$ cat config.mk
export PLATFORM = sky130hd
export DESIGN_NAME = xc20xx_cfg_loader
export DESIGN_NICKNAME = d
export VERILOG_FILES = /design/src/rtl/xc20xx_cfg_loader.sv
export SDC_FILE = /design/constraint.sdc
export NUM_CORES = 1
export LEC_CHECK = 0
export CAP_MARGIN = 20
export CORE_ASPECT_RATIO = 1.4
export CORE_MARGIN = 1
export CORE_UTILIZATION = 50
export DETAILED_ROUTE_END_ITERATION = 12
export DONT_BUFFER_PORTS = 1
export HOLD_SLACK_MARGIN = 0.1
export PLACE_DENSITY = 0.61
export SYNTH_ARGS = -nofsm -noshare
export SYNTH_HDL_FRONTEND = slang
export SYNTH_SLANG_ARGS = --single-unit
$ cat constraint.sdc
create_clock -name K -period 2.7 [get_ports K]
set_input_delay 0.405 -clock K [delete_from_list [all_inputs] [get_ports K]]
set_output_delay 0.405 -clock K [all_outputs]
set_load 0.03 [all_outputs]
$ cat src/rtl/xc20xx_cfg_loader.sv
// Serial configuration bitstream loader: preamble/start-code detection, 24-bit length
// capture, then NUM_FRAMES framed data words, each emitted with a one-cycle FRAME_VALID.
module xc20xx_cfg_loader #(
    parameter int FRAME_BITS = 46,
    parameter int NUM_FRAMES = 160,
    parameter int PRE_ONES   = 8
) (
    input  logic                  K,
    input  logic                  R,
    input  logic                  DIN,
    input  logic                  DIN_VALID,
    output logic [FRAME_BITS-1:0] FRAME_DATA,
    output logic [7:0]            FRAME_ADDR,
    output logic                  FRAME_VALID,
    output logic [23:0]           LENGTH,
    output logic                  BUSY,
    output logic                  DONE,
    output logic                  ERR
);

    typedef enum logic [3:0] {
        S_IDLE,
        S_START,
        S_LEN,
        S_LTRAIL,
        S_FSTART,
        S_FDATA,
        S_FSTOP,
        S_DONE,
        S_ERROR
    } state_t;

    localparam logic [3:0] PRE_MAX  = 4'(PRE_ONES);
    localparam logic [7:0] LAST_BIT = 8'(FRAME_BITS - 1);
    localparam logic [8:0] LAST_FRM = 9'(NUM_FRAMES);

    state_t                state_q;
    logic [3:0]            ones_q;
    logic [7:0]            cnt_q;
    logic [8:0]            frame_q;
    logic [FRAME_BITS-1:0] shift_q;

    logic [FRAME_BITS:0]   shift_d;
    logic [8:0]            frame_d;

    // Widened concatenation keeps the shift legal even when FRAME_BITS is 1.
    assign shift_d = {shift_q, DIN};
    assign frame_d = frame_q + 9'd1;

    always_ff @(posedge K) begin
        if (R) begin
            state_q     <= S_IDLE;
            ones_q      <= '0;
            cnt_q       <= '0;
            frame_q     <= '0;
            shift_q     <= '0;
            FRAME_DATA  <= '0;
            FRAME_ADDR  <= '0;
            FRAME_VALID <= 1'b0;
            LENGTH      <= '0;
            BUSY        <= 1'b0;
            DONE        <= 1'b0;
            ERR         <= 1'b0;
        end else begin
            FRAME_VALID <= 1'b0;
            if (DIN_VALID) begin
                case (state_q)
                    S_IDLE: begin
                        if (DIN) begin
                            if (ones_q != PRE_MAX) ones_q <= ones_q + 4'd1;
                        end else if (ones_q == PRE_MAX) begin
                            state_q <= S_START;
                            BUSY    <= 1'b1;
                            cnt_q   <= '0;
                            ones_q  <= '0;
                        end else begin
                            ones_q <= '0;
                        end
                    end
                    // Remaining start-code bits are 0,1,0: only the middle one is high.
                    S_START: begin
                        if (DIN != (cnt_q == 8'd1)) begin
                            state_q <= S_ERROR;
                            ERR     <= 1'b1;
                            BUSY    <= 1'b0;
                        end else if (cnt_q == 8'd2) begin
                            state_q <= S_LEN;
                            cnt_q   <= '0;
                        end else begin
                            cnt_q <= cnt_q + 8'd1;
                        end
                    end
                    S_LEN: begin
                        LENGTH <= {LENGTH[22:0], DIN};
                        if (cnt_q == 8'd23) begin
                            state_q <= S_LTRAIL;
                            cnt_q   <= '0;
                        end else begin
                            cnt_q <= cnt_q + 8'd1;
                        end
                    end
                    S_LTRAIL: begin
                        if (!DIN) begin
                            state_q <= S_ERROR;
                            ERR     <= 1'b1;
                            BUSY    <= 1'b0;
                        end else if (cnt_q == 8'd3) begin
                            state_q <= S_FSTART;
                            cnt_q   <= '0;
                        end else begin
                            cnt_q <= cnt_q + 8'd1;
                        end
                    end
                    S_FSTART: begin
                        if (DIN) begin
                            state_q <= S_ERROR;
                            ERR     <= 1'b1;
                            BUSY    <= 1'b0;
                        end else begin
                            state_q <= S_FDATA;
                            cnt_q   <= '0;
                        end
                    end
                    S_FDATA: begin
                        shift_q <= shift_d[FRAME_BITS-1:0];
                        if (cnt_q == LAST_BIT) begin
                            state_q <= S_FSTOP;
                            cnt_q   <= '0;
                        end else begin
                            cnt_q <= cnt_q + 8'd1;
                        end
                    end
                    // Frame is published only once all three stop bits have checked out.
                    S_FSTOP: begin
                        if (!DIN) begin
                            state_q <= S_ERROR;
                            ERR     <= 1'b1;
                            BUSY    <= 1'b0;
                        end else if (cnt_q == 8'd2) begin
                            FRAME_DATA  <= shift_q;
                            FRAME_ADDR  <= frame_q[7:0];
                            FRAME_VALID <= 1'b1;
                            frame_q     <= frame_d;
                            cnt_q       <= '0;
                            if (frame_d == LAST_FRM) begin
                                state_q <= S_DONE;
                                DONE    <= 1'b1;
                                BUSY    <= 1'b0;
                            end else begin
                                state_q <= S_FSTART;
                            end
                        end else begin
                            cnt_q <= cnt_q + 8'd1;
                        end
                    end
                    default: begin
                        state_q <= state_q;
                    end
                endcase
            end
        end
    end

endmodule

==> results of run 1 <==
## worst max-delay path by stage
stage               startpoint         end  slack (ns)  cells past startpoint
floorplan             cnt_q[7]    cnt_q[5]        0.61                      7
global placement    state_q[1]    cnt_q[7]        0.45                      6
detailed placement  state_q[1]    cnt_q[7]        0.37                      6
CTS                 state_q[1]  frame_q[5]        0.04                      7
global route        state_q[0]   ones_q[3]        0.02                      6
finish                cnt_q[6]        BUSY        0.09                      7
## worst max-delay path: cells and delay by family (launching register included)
kind                   cells  cell delay (ns)
XOR/XNOR                   1             0.21
buffers and inverters      1             0.58
AO/OA/AOI/OAI              3             0.81
AND/OR/NAND/NOR            2             0.56
flip-flops                 1             0.38
## timing repair
| action | 4_1_cts | 5_1_grt |
|---|---|---|
| hold endpoints to repair | 150 | 0 |
| resized for setup | 0 | 4 |
| hold buffers | 28 | 0 |
| endpoints found under the setup margin | 0 | 9 |
| buffers inserted | 0 | 2 |
## layout make-up
type | instances | area (µm²) | area share, %
Sequential cell | 153 | 3070 | 43.4
Inverter | 11 | 41.3 | 0.585
Clock inverter | 14 | 138 | 1.95
Tap cell | 147 | 184 | 2.60
Multi-Input combinational cell | 564 | 2830 | 40.1
Timing Repair Buffer | 36 | 370 | 5.24
Clock buffer | 18 | 429 | 6.08
## registers in the layout, indices dropped and copies added (netlist names)
register and flops:
frame_q 9, cnt_q 8, FRAME_DATA 46, ERR 1, FRAME_VALID 1, shift_q 46, DONE 1, BUSY 1
FRAME_ADDR 8, LENGTH 24, ones_q 4, state_q 4
## per-stage QoR
step | std cells | hold WS [ns] | power (µW) | setup WS (ns) | utilization [%]
after global routing | 943 | 0.143 | 4720 | 0.0195 | 59.2
after CTS | 941 | 0.142 | 4620 | 0.0375 | 59.0
after floorplan | 784 | 0.437 | 2360 | 0.611 | -
final | 943 | 0.165 | 4570 | 0.0857 | 59.2
after global placement | 881 | 0.438 | 2330 | 0.446 | 51.7
after detailed placement | 881 | 0.442 | 2330 | 0.373 | 51.7
## power by group through the flow
stage | combinational [µW] | sequential [µW] | clock, µW
6_report | 47.7 | 2260 | 2260
5_1_grt | 52.7 | 2260 | 2410
3_3_place_gp | 14.4 | 2310 | 0
3_5_place_dp | 15.0 | 2310 | 0
4_1_cts | 47.9 | 2260 | 2310
2_1_floorplan | 51.5 | 2310 | 0
## layer usage
layer  global-route usage (%)  share of wire, %
met5                        0                 0
met4                     6.63               1.2
met3                     6.05               5.1
met2                     37.9                52
met1                     25.8                42
## cell usage after synthesis, types with 4 or more instances
| cell | count |
|---|---|
| nand2_1 | 273 |
| dfxtp_1 | 153 |
| a21oi_1 | 143 |
| clkbuf_1 | 44 |
| nor2_1 | 18 |
| nand3_1 | 12 |
| inv_1 | 11 |
| nor3_1 | 8 |
| nand4_1 | 7 |
| buf_6 | 6 |
| ha_1 | 6 |
| xor2_1 | 6 |
| a2bb2oi_1 | 5 |
| and2_1 | 5 |
| nand2b_1 | 5 |
| o21ai_0 | 5 |
| or4_1 | 5 |
| and3_1 | 4 |
| and4_1 | 4 |
| buf_2 | 4 |
| xnor2_1 | 4 |
## layout by cell type, fill, tap and decap left out, drive strengths merged, types with 3 or more instances in the layout
cell         count
nand2b           5
clkinv           3
o21ai           11
a21oi          143
dfxtp          153
inv             17
and2             5
dlygate4sd3     27
xor2             6
and4             4
and3             4
nor3             8
or3              3
a41oi            3
nand3           12
nor2            19
ha               6
nand4            7
buf              9
a2bb2oi          5
or4              6
clkinvlp         4
clkbuf          18
o21a             3
a2111oi          3
xnor2            4
nand2          273
nor2b            3
## cells by family (layout without fill, tap and decap cells)
family,after synthesis,count (layout),synth area share [%]
XOR/XNOR,10,10,1.41
AO/OA/AOI/OAI,181,181,16.6
adder cells (fa/ha/maj),6,6,1.21
buffers and inverters,67,79,4.93
multiplexers,2,2,0.323
flip-flops,153,153,49.4
AND/OR/NAND/NOR,365,365,26.0
==> run summary, run 1 <==
Floorplanning
• **Total Die Area** 0.0128 mm²
• **Die X-Extent** 96.1 µm
• **die height** 134 µm
• **area of the placeable core** 0.0119 mm²
• **number of top-level design ports** 86
• **site row count** 47
• **effective utilization at floorplan** 51.9%

Power
• **Combinational Power Share** 1.0%
• **proportion of power drawn by the clock network** 49.5%
• **power density over cell area** 647 mW/mm²
• **switching power** 1010 µW
• **sequential fraction of design power** 49.5%
• **largest voltage drop on the vdd net** 0.431 mV
• **cell leakage power** 0.00236 µW
• **net switching share of the total power** 22.1%
• **Pint** 3560 µW

STA
• **Worst Max-Slew Pin Slew** 0.862 ns
• **Final Hold Fails** 0
• **minimum period implied by the final worst setup slack** 2.61 ns
• **Final Max Tran Viols** 0
• **post-route fraction of the period consumed by the critical path** 96.8%
• **count of endpoints failing setup in the final report** 0
• **setup clock skew after layout** 0.00962 ns
• **Fin Setup TNS** 0 ns
• **unrepaired setup endpoints after global routing** false
• **normalized max-slew margin** 42.5%
• **highest achievable clock rate** 383 MHz

Worst setup path
• **arrival time at the worst endpoint** 2.96 ns
• **Startpoint Class** flip-flop
• **startpoint of the worst register-to-register path** cnt_q[6]
• **critical path required time** 3.05 ns
• **worst reg2reg path depth** 7
• **Crit Path Max Fanout** 6
• **destination of the worst register-to-register timing path** BUSY
• **ordered cell list for the critical path** nor4_4, nand3_1, xor2_1, a221oi_2, a41oi_1, a311oi_1, dlygate4sd3_1
• **Critical Path Sink Type** flip-flop
• **cell with the largest stage delay on the worst path** dlygate4sd3_1
• **R2R Setup Slk** 0.09 ns
• **kind of critical path** reg2reg
• **largest stage delay on the critical path** 0.58 ns

Finish
• **Net count, final** 793
• **area of all placed cells without fillers** 0.00706 mm²
• **number of filler instances in the final layout** 1138
• **P&R area growth vs syn** 14.0%
• **share of final-layout standard cells stronger than drive strength 1** 6.91%
• **count of inserted antenna diode cells** 0

Status
• **status** complete, no violations

Logic synthesis
• **synthesized flop and latch total** 153
• **sequential area share after synthesis** 49.4%
• **cell taking the most area after synthesis** dfxtp_1
• **count of different cell masters after synthesis** 59
• **prevailing post-synth register cell** dfxtp_1
• **async set-or-reset flop fraction in the synthesized netlist** 0%
• **number of cells produced by synthesis** 784
• **number of synthesis warnings** 0
• **Post-Syn Area** 0.00619 mm²
• **number of enable-type register cells in the synthesized netlist** 0
• **post-synthesis average cell area** 7.90 µm²
• **ranking of synthesized cells by area** dfxtp_1 49%, nand2_1 17%, a21oi_1 12%
• **Post-Synthesis Net Count** 794
• **area share of the largest cell type after synthesis** 49.4%

Route
• **vias per std cell** 5.49
• **count of antenna-violating nets left after detailed routing** 0
• **1st-iter DRT viols** 265
• **Initial DRT Pass Iterations** 4
• **wire length per cell after detailed routing** 14.5 µm
• **remaining routing DRC violations** 0
• **Final Routed Wirelength** 13700 µm
• **vias post-DR** 5176

Place
• **total half-perimeter wirelength after legalization and detailed placement** 8490 µm
• **placed standard-cell area** 0.00617 mm²
• **Port Buffers** 0
• **routability congestion estimate** 0.903

Min path
• **Hold Path Origin** DIN
• **path type of the worst min-delay path** in2reg
• **hold endpoint** shift_q[0]
• **hold path cells** 2

Clock tree
• **TritonCTS Buffers** 17
• **clock tree buffer depth** 2
• **root cell of the clock tree** clkbuf_16
• **total number of clock tree sinks** 153
• **latest clock arrival within the worst-skew pair** 0.41 ns
• **H-tree depth** 4
• **TritonCTS clock tree** yes
• **clock transition time at the flip-flop clock pins of the worst setup and hold paths** 0.06 ns

Global routing
• **vias in the first global route** 4822
• **global-route wire length before repair** 22600 µm
• **All-Layer GR Usage** 21.9%
• **maximum number of pins on one net before global-route repair** 124
• **total overflow reported by the global router** 0
• **initial antenna violation count** 0

Job
• **# Max-Cap Violations** 0

Note: power is estimated with default switching activity, not from simulation.
==> inputs of run 2 (changes only) <==
--- a/config.mk
+++ b/config.mk
@@ -13,6 +13,7 @@
 export DONT_BUFFER_PORTS = 1
 export HOLD_SLACK_MARGIN = 0.1
 export PLACE_DENSITY = 0.61
+export REMOVE_ABC_BUFFERS = 1
 export SYNTH_ARGS = -nofsm -noshare
 export SYNTH_HDL_FRONTEND = slang
 export SYNTH_SLANG_ARGS = --single-unit
==> run 2 against run 1 <==
- routed wire length shrank 2.0%
- largest cell class unchanged
- sequential share of layout area is 0.092 points lower
- combinational power fell by 2%
- critical endpoint is now shift_q[30]
- sequential cell count is the same
- worst hold slack worse by 0.050 ns
- cell count increased by 0.11%
- critical path depth down 1
==> run summary, run 2 (synthesized netlist as in run 1, its figures left out) <==
Floorplanning
• **number of top-level design ports** 86
• **Die X-Extent** 96.1 µm
• **Total Die Area** 0.0128 mm²
• **area of the placeable core** 0.0119 mm²
• **effective utilization at floorplan** 51.9%
• **die height** 134 µm
• **site row count** 47

Place
• **routability congestion estimate** 0.842
• **placed standard-cell area** 0.00623 mm²
• **total half-perimeter wirelength after legalization and detailed placement** 8250 µm
• **Port Buffers** 0

Worst setup path
• **kind of critical path** reg2reg
• **critical path required time** 3.06 ns
• **Startpoint Class** flip-flop
• **Critical Path Sink Type** flip-flop
• **Crit Path Max Fanout** 28
• **arrival time at the worst endpoint** 2.78 ns

Finish
• **storage element area** 0.00307 mm²
• **share of final-layout standard cells stronger than drive strength 1** 7.03%
• **number of filler instances in the final layout** 1117
• **largest registers** FRAME_DATA x46, shift_q x46, LENGTH x24
• **total area of multi-input combinational cells** 0.00283 mm²
• **Net count, final** 794
• **most frequent standard cell in the layout excluding fill and tap cells** nand2_1
• **P&R area growth vs syn** 14.2%
• **leading cell types in the layout, fill and taps excluded** 272 x nand2_1, 151 x dfxtp_1, 143 x a21oi_1
• **count of inserted antenna diode cells** 0
• **area of all placed cells without fillers** 0.00708 mm²

Global routing
• **global-route wire length before repair** 22100 µm
• **All-Layer GR Usage** 21.7%
• **initial antenna violation count** 0
• **maximum number of pins on one net before global-route repair** 125
• **vias in the first global route** 4783
• **total overflow reported by the global router** 0

Clock tree
• **TritonCTS Buffers** 17
• **clock tree buffer depth** 2
• **root cell of the clock tree** clkbuf_16
• **latest clock arrival within the worst-skew pair** 0.42 ns
• **total number of clock tree sinks** 153
• **clock transition time at the flip-flop clock pins of the worst setup and hold paths** 0.06 ns
• **TritonCTS clock tree** yes
• **H-tree depth** 4

Route
• **Final Routed Wirelength** 13400 µm
• **1st-iter DRT viols** 283
• **count of antenna-violating nets left after detailed routing** 0
• **vias post-DR** 5152
• **wire length per cell after detailed routing** 14.2 µm
• **remaining routing DRC violations** 0
• **vias per std cell** 5.46
• **Initial DRT Pass Iterations** 5

STA
• **normalized max-slew margin** 48.1%
• **setup clock skew after layout** 0.0118 ns
• **minimum period implied by the final worst setup slack** 2.42 ns
• **highest achievable clock rate** 413 MHz
• **post-route fraction of the period consumed by the critical path** 89.7%
• **unrepaired setup endpoints after global routing** false
• **Worst Max-Slew Pin Slew** 0.777 ns
• **Min Hold Slack** 0.115 ns
• **count of endpoints failing setup in the final report** 0
• **Final Max Tran Viols** 0
• **Final Hold Fails** 0

Min path
• **path type of the worst min-delay path** in2reg

Power
• **total chip power** 4500 µW
• **power density over cell area** 636 mW/mm²
• **largest voltage drop on the vdd net** 0.416 mV
• **cell leakage power** 0.00238 µW

Status
• **status** complete, no violations

Job
• **# Max-Cap Violations** 0

## run 2: per-layer routing
metal,routed length (µm),GRT usage [%],up-vias
met5,0,0,-
met4,190,8.04,0
met3,646,6.51,17
met2,6730,36.8,101
met1,5860,25.3,2408
li1,-,-,2626
## run 2: timing repair
| item | in CTS | in global routing |
|---|---|---|
| endpoints found under the hold margin | 150 | 0 |
| setup endpoints to repair | 0 | 22 |
| buffers inserted | 0 | 0 |
| gates resized for setup | 0 | 2 |
| hold buffers | 27 | 0 |
## run 2: power by group
group / switching [µW] / internal, µW / total, µW
sequential: 2.30 / 2260 / 2260
clock: 974 / 1220 / 2200
combinational: 35.1 / 11.4 / 46.6
## run 2: cell type report
| cell class | count | area share, % |
|---|---|---|
| Tap cell | 147 | 2.60 |
| Clock buffer | 19 | 6.26 |
| Inverter | 11 | 0.583 |
| Multi-Input combinational cell | 564 | 40.0 |
| Sequential cell | 153 | 43.3 |
| Clock inverter | 13 | 1.57 |
| Timing Repair Buffer | 37 | 5.66 |
## run 2: metrics by stage
step / setup TNS (ns) / utilization (%) / std cells / setup slack, ns
after CTS: 0 / 59.3 / 944 / 0.178
after global routing: 0 / 59.3 / 944 / 0.122
after floorplan: -7.24 / - / 728 / -0.413
after detailed placement: 0 / 52.2 / 885 / 0.357
after global placement: 0 / 52.2 / 885 / 0.455
final: 0 / 59.3 / 944 / 0.278
## run 2: path summary, 6_finish.rpt
check                        end   startpoint  slack (ns)  depth (start not counted)
setup reg to reg     shift_q[30]   state_q[1]        0.28                          6
hold / removal        shift_q[0]          DIN        0.11                          2
hold reg to reg   FRAME_DATA[45]  shift_q[45]        0.46                          2
setup / recovery     shift_q[30]   state_q[1]        0.28                          6
## run 2: worst max-delay path: stages (launching register included)
cell,delay [ns]
dfxtp_1,0.64
and4bb_1,0.34
nand2_2,0.35
buf_12,0.23
nand2_1,0.07
a21oi_1,0.14
dlygate4sd3_1,0.58
==> inputs of run 3 (changes only) <==
--- a/config.mk
+++ b/config.mk
@@ -8,11 +8,11 @@
 export CAP_MARGIN = 20
 export CORE_ASPECT_RATIO = 1.4
 export CORE_MARGIN = 1
-export CORE_UTILIZATION = 50
+export CORE_UTILIZATION = 30
 export DETAILED_ROUTE_END_ITERATION = 12
 export DONT_BUFFER_PORTS = 1
 export HOLD_SLACK_MARGIN = 0.1
-export PLACE_DENSITY = 0.61
+export PLACE_DENSITY = 0.4
 export REMOVE_ABC_BUFFERS = 1
 export SYNTH_ARGS = -nofsm -noshare
 export SYNTH_HDL_FRONTEND = slang
==> run 3 against run 2 <==
- critical path type unchanged
- critical endpoint is now FRAME_DATA[7]
- register-to-register slack worse by 0.08 ns
- routed wire length is 17% higher
- die area is 65% higher
- total power is 2.4% higher
- largest cell class unchanged
- first-iteration DRC count is 10% higher
- maximum frequency is 3.3% lower
==> run summary, run 3 (synthesized netlist as in run 1, its figures left out) <==
Power
• **largest voltage drop on the vdd net** 0.402 mV
• **power density over cell area** 639 mW/mm²
• **Combinational Power Share** 1.1%
• **cell leakage power** 0.00239 µW
• **switching power** 976 µW
• **total chip power** 4610 µW
• **proportion of power drawn by the clock network** 49.9%
• **Pint** 3640 µW
• **sequential fraction of design power** 49.0%
• **net switching share of the total power** 21.2%

Finish
• **core occupancy in the finished layout** 36.0%
• **largest registers** FRAME_DATA x46, shift_q x46, LENGTH x24
• **share of final-layout standard cells stronger than drive strength 1** 6.78%
• **most frequent standard cell in the layout excluding fill and tap cells** nand2_1
• **Net count, final** 795
• **leading cell types in the layout, fill and taps excluded** 273 x nand2_1, 151 x dfxtp_1, 143 x a21oi_1
• **P&R area growth vs syn** 16.6%
• **count of inserted antenna diode cells** 0

Worst setup path
• **combined buffer and inverter count along the critical path** 3
• **Top cell by count, worst path** buf_4
• **Crit Path Max Fanout** 25
• **CP delay by family, top** buffers and inverters
• **Critical Path Sink Type** flip-flop
• **Startpoint Class** flip-flop
• **cell with the largest stage delay on the worst path** dlygate4sd3_1
• **ordered cell list for the critical path** nor4_4, buf_4, and2_1, nand4_1, buf_4, nand2_1, a21oi_1, dlygate4sd3_1
• **largest stage delay on the critical path** 0.55 ns
• **critical path required time** 3.00 ns
• **kind of critical path** reg2reg
• **arrival time at the worst endpoint** 2.81 ns

STA
• **setup clock skew after layout** 0.00835 ns
• **Final Hold Fails** 0
• **normalized max-slew margin** 48.1%
• **Worst Max-Slew Pin Slew** 0.776 ns
• **minimum period implied by the final worst setup slack** 2.51 ns
• **Final Max Tran Viols** 0
• **unrepaired setup endpoints after global routing** false
• **post-route fraction of the period consumed by the critical path** 92.8%
• **highest achievable clock rate** 399 MHz
• **count of endpoints failing setup in the final report** 0
• **min setup slack post-route** 0.195 ns

Job
• **# Max-Cap Violations** 0

Global routing
• **vias in the first global route** 4980
• **maximum number of pins on one net before global-route repair** 124
• **All-Layer GR Usage** 15.2%
• **total overflow reported by the global router** 0
• **initial antenna violation count** 0
• **global-route wire length before repair** 25200 µm

Floorplanning
• **die height** 172 µm
• **Total Die Area** 0.0212 mm²
• **site row count** 61
• **Die X-Extent** 123 µm
• **effective utilization at floorplan** 30.9%
• **area of the placeable core** 0.0201 mm²
• **number of top-level design ports** 86

Route
• **Final Routed Wirelength** 15700 µm
• **count of antenna-violating nets left after detailed routing** 0
• **vias post-DR** 5172
• **1st-iter DRT viols** 312
• **vias per std cell** 4.93
• **wire length per cell after detailed routing** 14.9 µm
• **remaining routing DRC violations** 0
• **Initial DRT Pass Iterations** 6

Clock tree
• **latest clock arrival within the worst-skew pair** 0.42 ns
• **buffers inserted during post-CTS setup optimization** 0
• **TritonCTS Buffers** 17
• **clock tree buffer depth** 2
• **TritonCTS clock tree** yes
• **clock transition time at the flip-flop clock pins of the worst setup and hold paths** 0.06 ns
• **total number of clock tree sinks** 153
• **root cell of the clock tree** clkbuf_16
• **H-tree depth** 4

Place
• **Place WS** 0.393 ns
• **routability congestion estimate** 0.777
• **total half-perimeter wirelength after legalization and detailed placement** 9390 µm
• **Port Buffers** 0

Min path
• **path type of the worst min-delay path** in2reg

Status
• **status** complete, no violations

run 3: cell types whose count changed in the layout (fill, tap and decap cells not counted), moves of 2 or more:
cell and delta:
inv_8 -2, buf_4 +2, clkbuf_8 +3, clkinv_4 -2, buf_12 -2
run 3: worst paths after layout:
kind / from / endpoint / slack, ns / depth (start not counted)
worst max-delay path: cnt_q[3] / FRAME_DATA[7] / 0.19 / 8
worst min-delay path: DIN / shift_q[0] / 0.12 / 2
worst max register to register: cnt_q[3] / FRAME_DATA[7] / 0.19 / 8
worst min register to register: shift_q[45] / shift_q[45] / 0.46 / 2
run 3: routing by layer:
| metal | up-vias | global-route usage (%) | wire, µm |
|---|---|---|---|
| li1 | 2638 | - | - |
| met1 | 2419 | 18.2 | 7170 |
| met2 | 99 | 25.7 | 7640 |
| met3 | 16 | 3.92 | 625 |
| met4 | 0 | 5.97 | 228 |
| met5 | - | 0 | 0 |
run 3: stage by stage:
step / instances / area, µm² / hold WS (ns) / setup TNS (ns)
2_1_floorplan: 728 / 5930 / 0.431 / -7.24
3_3_place_gp: 990 / 6330 / 0.446 / 0
3_5_place_dp: 990 / 6330 / 0.453 / 0
4_1_cts: 1048 / 7200 / 0.107 / 0
5_1_grt: 1049 / 7230 / 0.114 / 0
6_report: 1049 / 7230 / 0.124 / 0
run 3: final cells by class:
cell class,count,area (µm²)
fill,2097,12800
sequential,153,3070
multi-input combinational,564,2830
clock buffer,22,484
timing repair buffer,38,400
tap,252,315
clock inverter,9,90.1
inverter,11,41.3
run 3: power by group through the flow:
| stage | Sequential (µW) | Combinational [µW] | Clock (µW) |
|---|---|---|---|
| floorplan | 2310 | 13.0 | 0 |
| global placement | 2310 | 15.0 | 0 |
| detailed placement | 2310 | 15.5 | 0 |
| CTS | 2260 | 53.7 | 2370 |
| global route | 2260 | 58.4 | 2460 |
| finish | 2260 | 52.0 | 2300 |
run 3: what timing repair did:
action,4_1_cts,5_1_grt
hold buffers,27,0
resized for setup,0,3
setup endpoints to repair,0,17
endpoints found under the hold margin,148,0
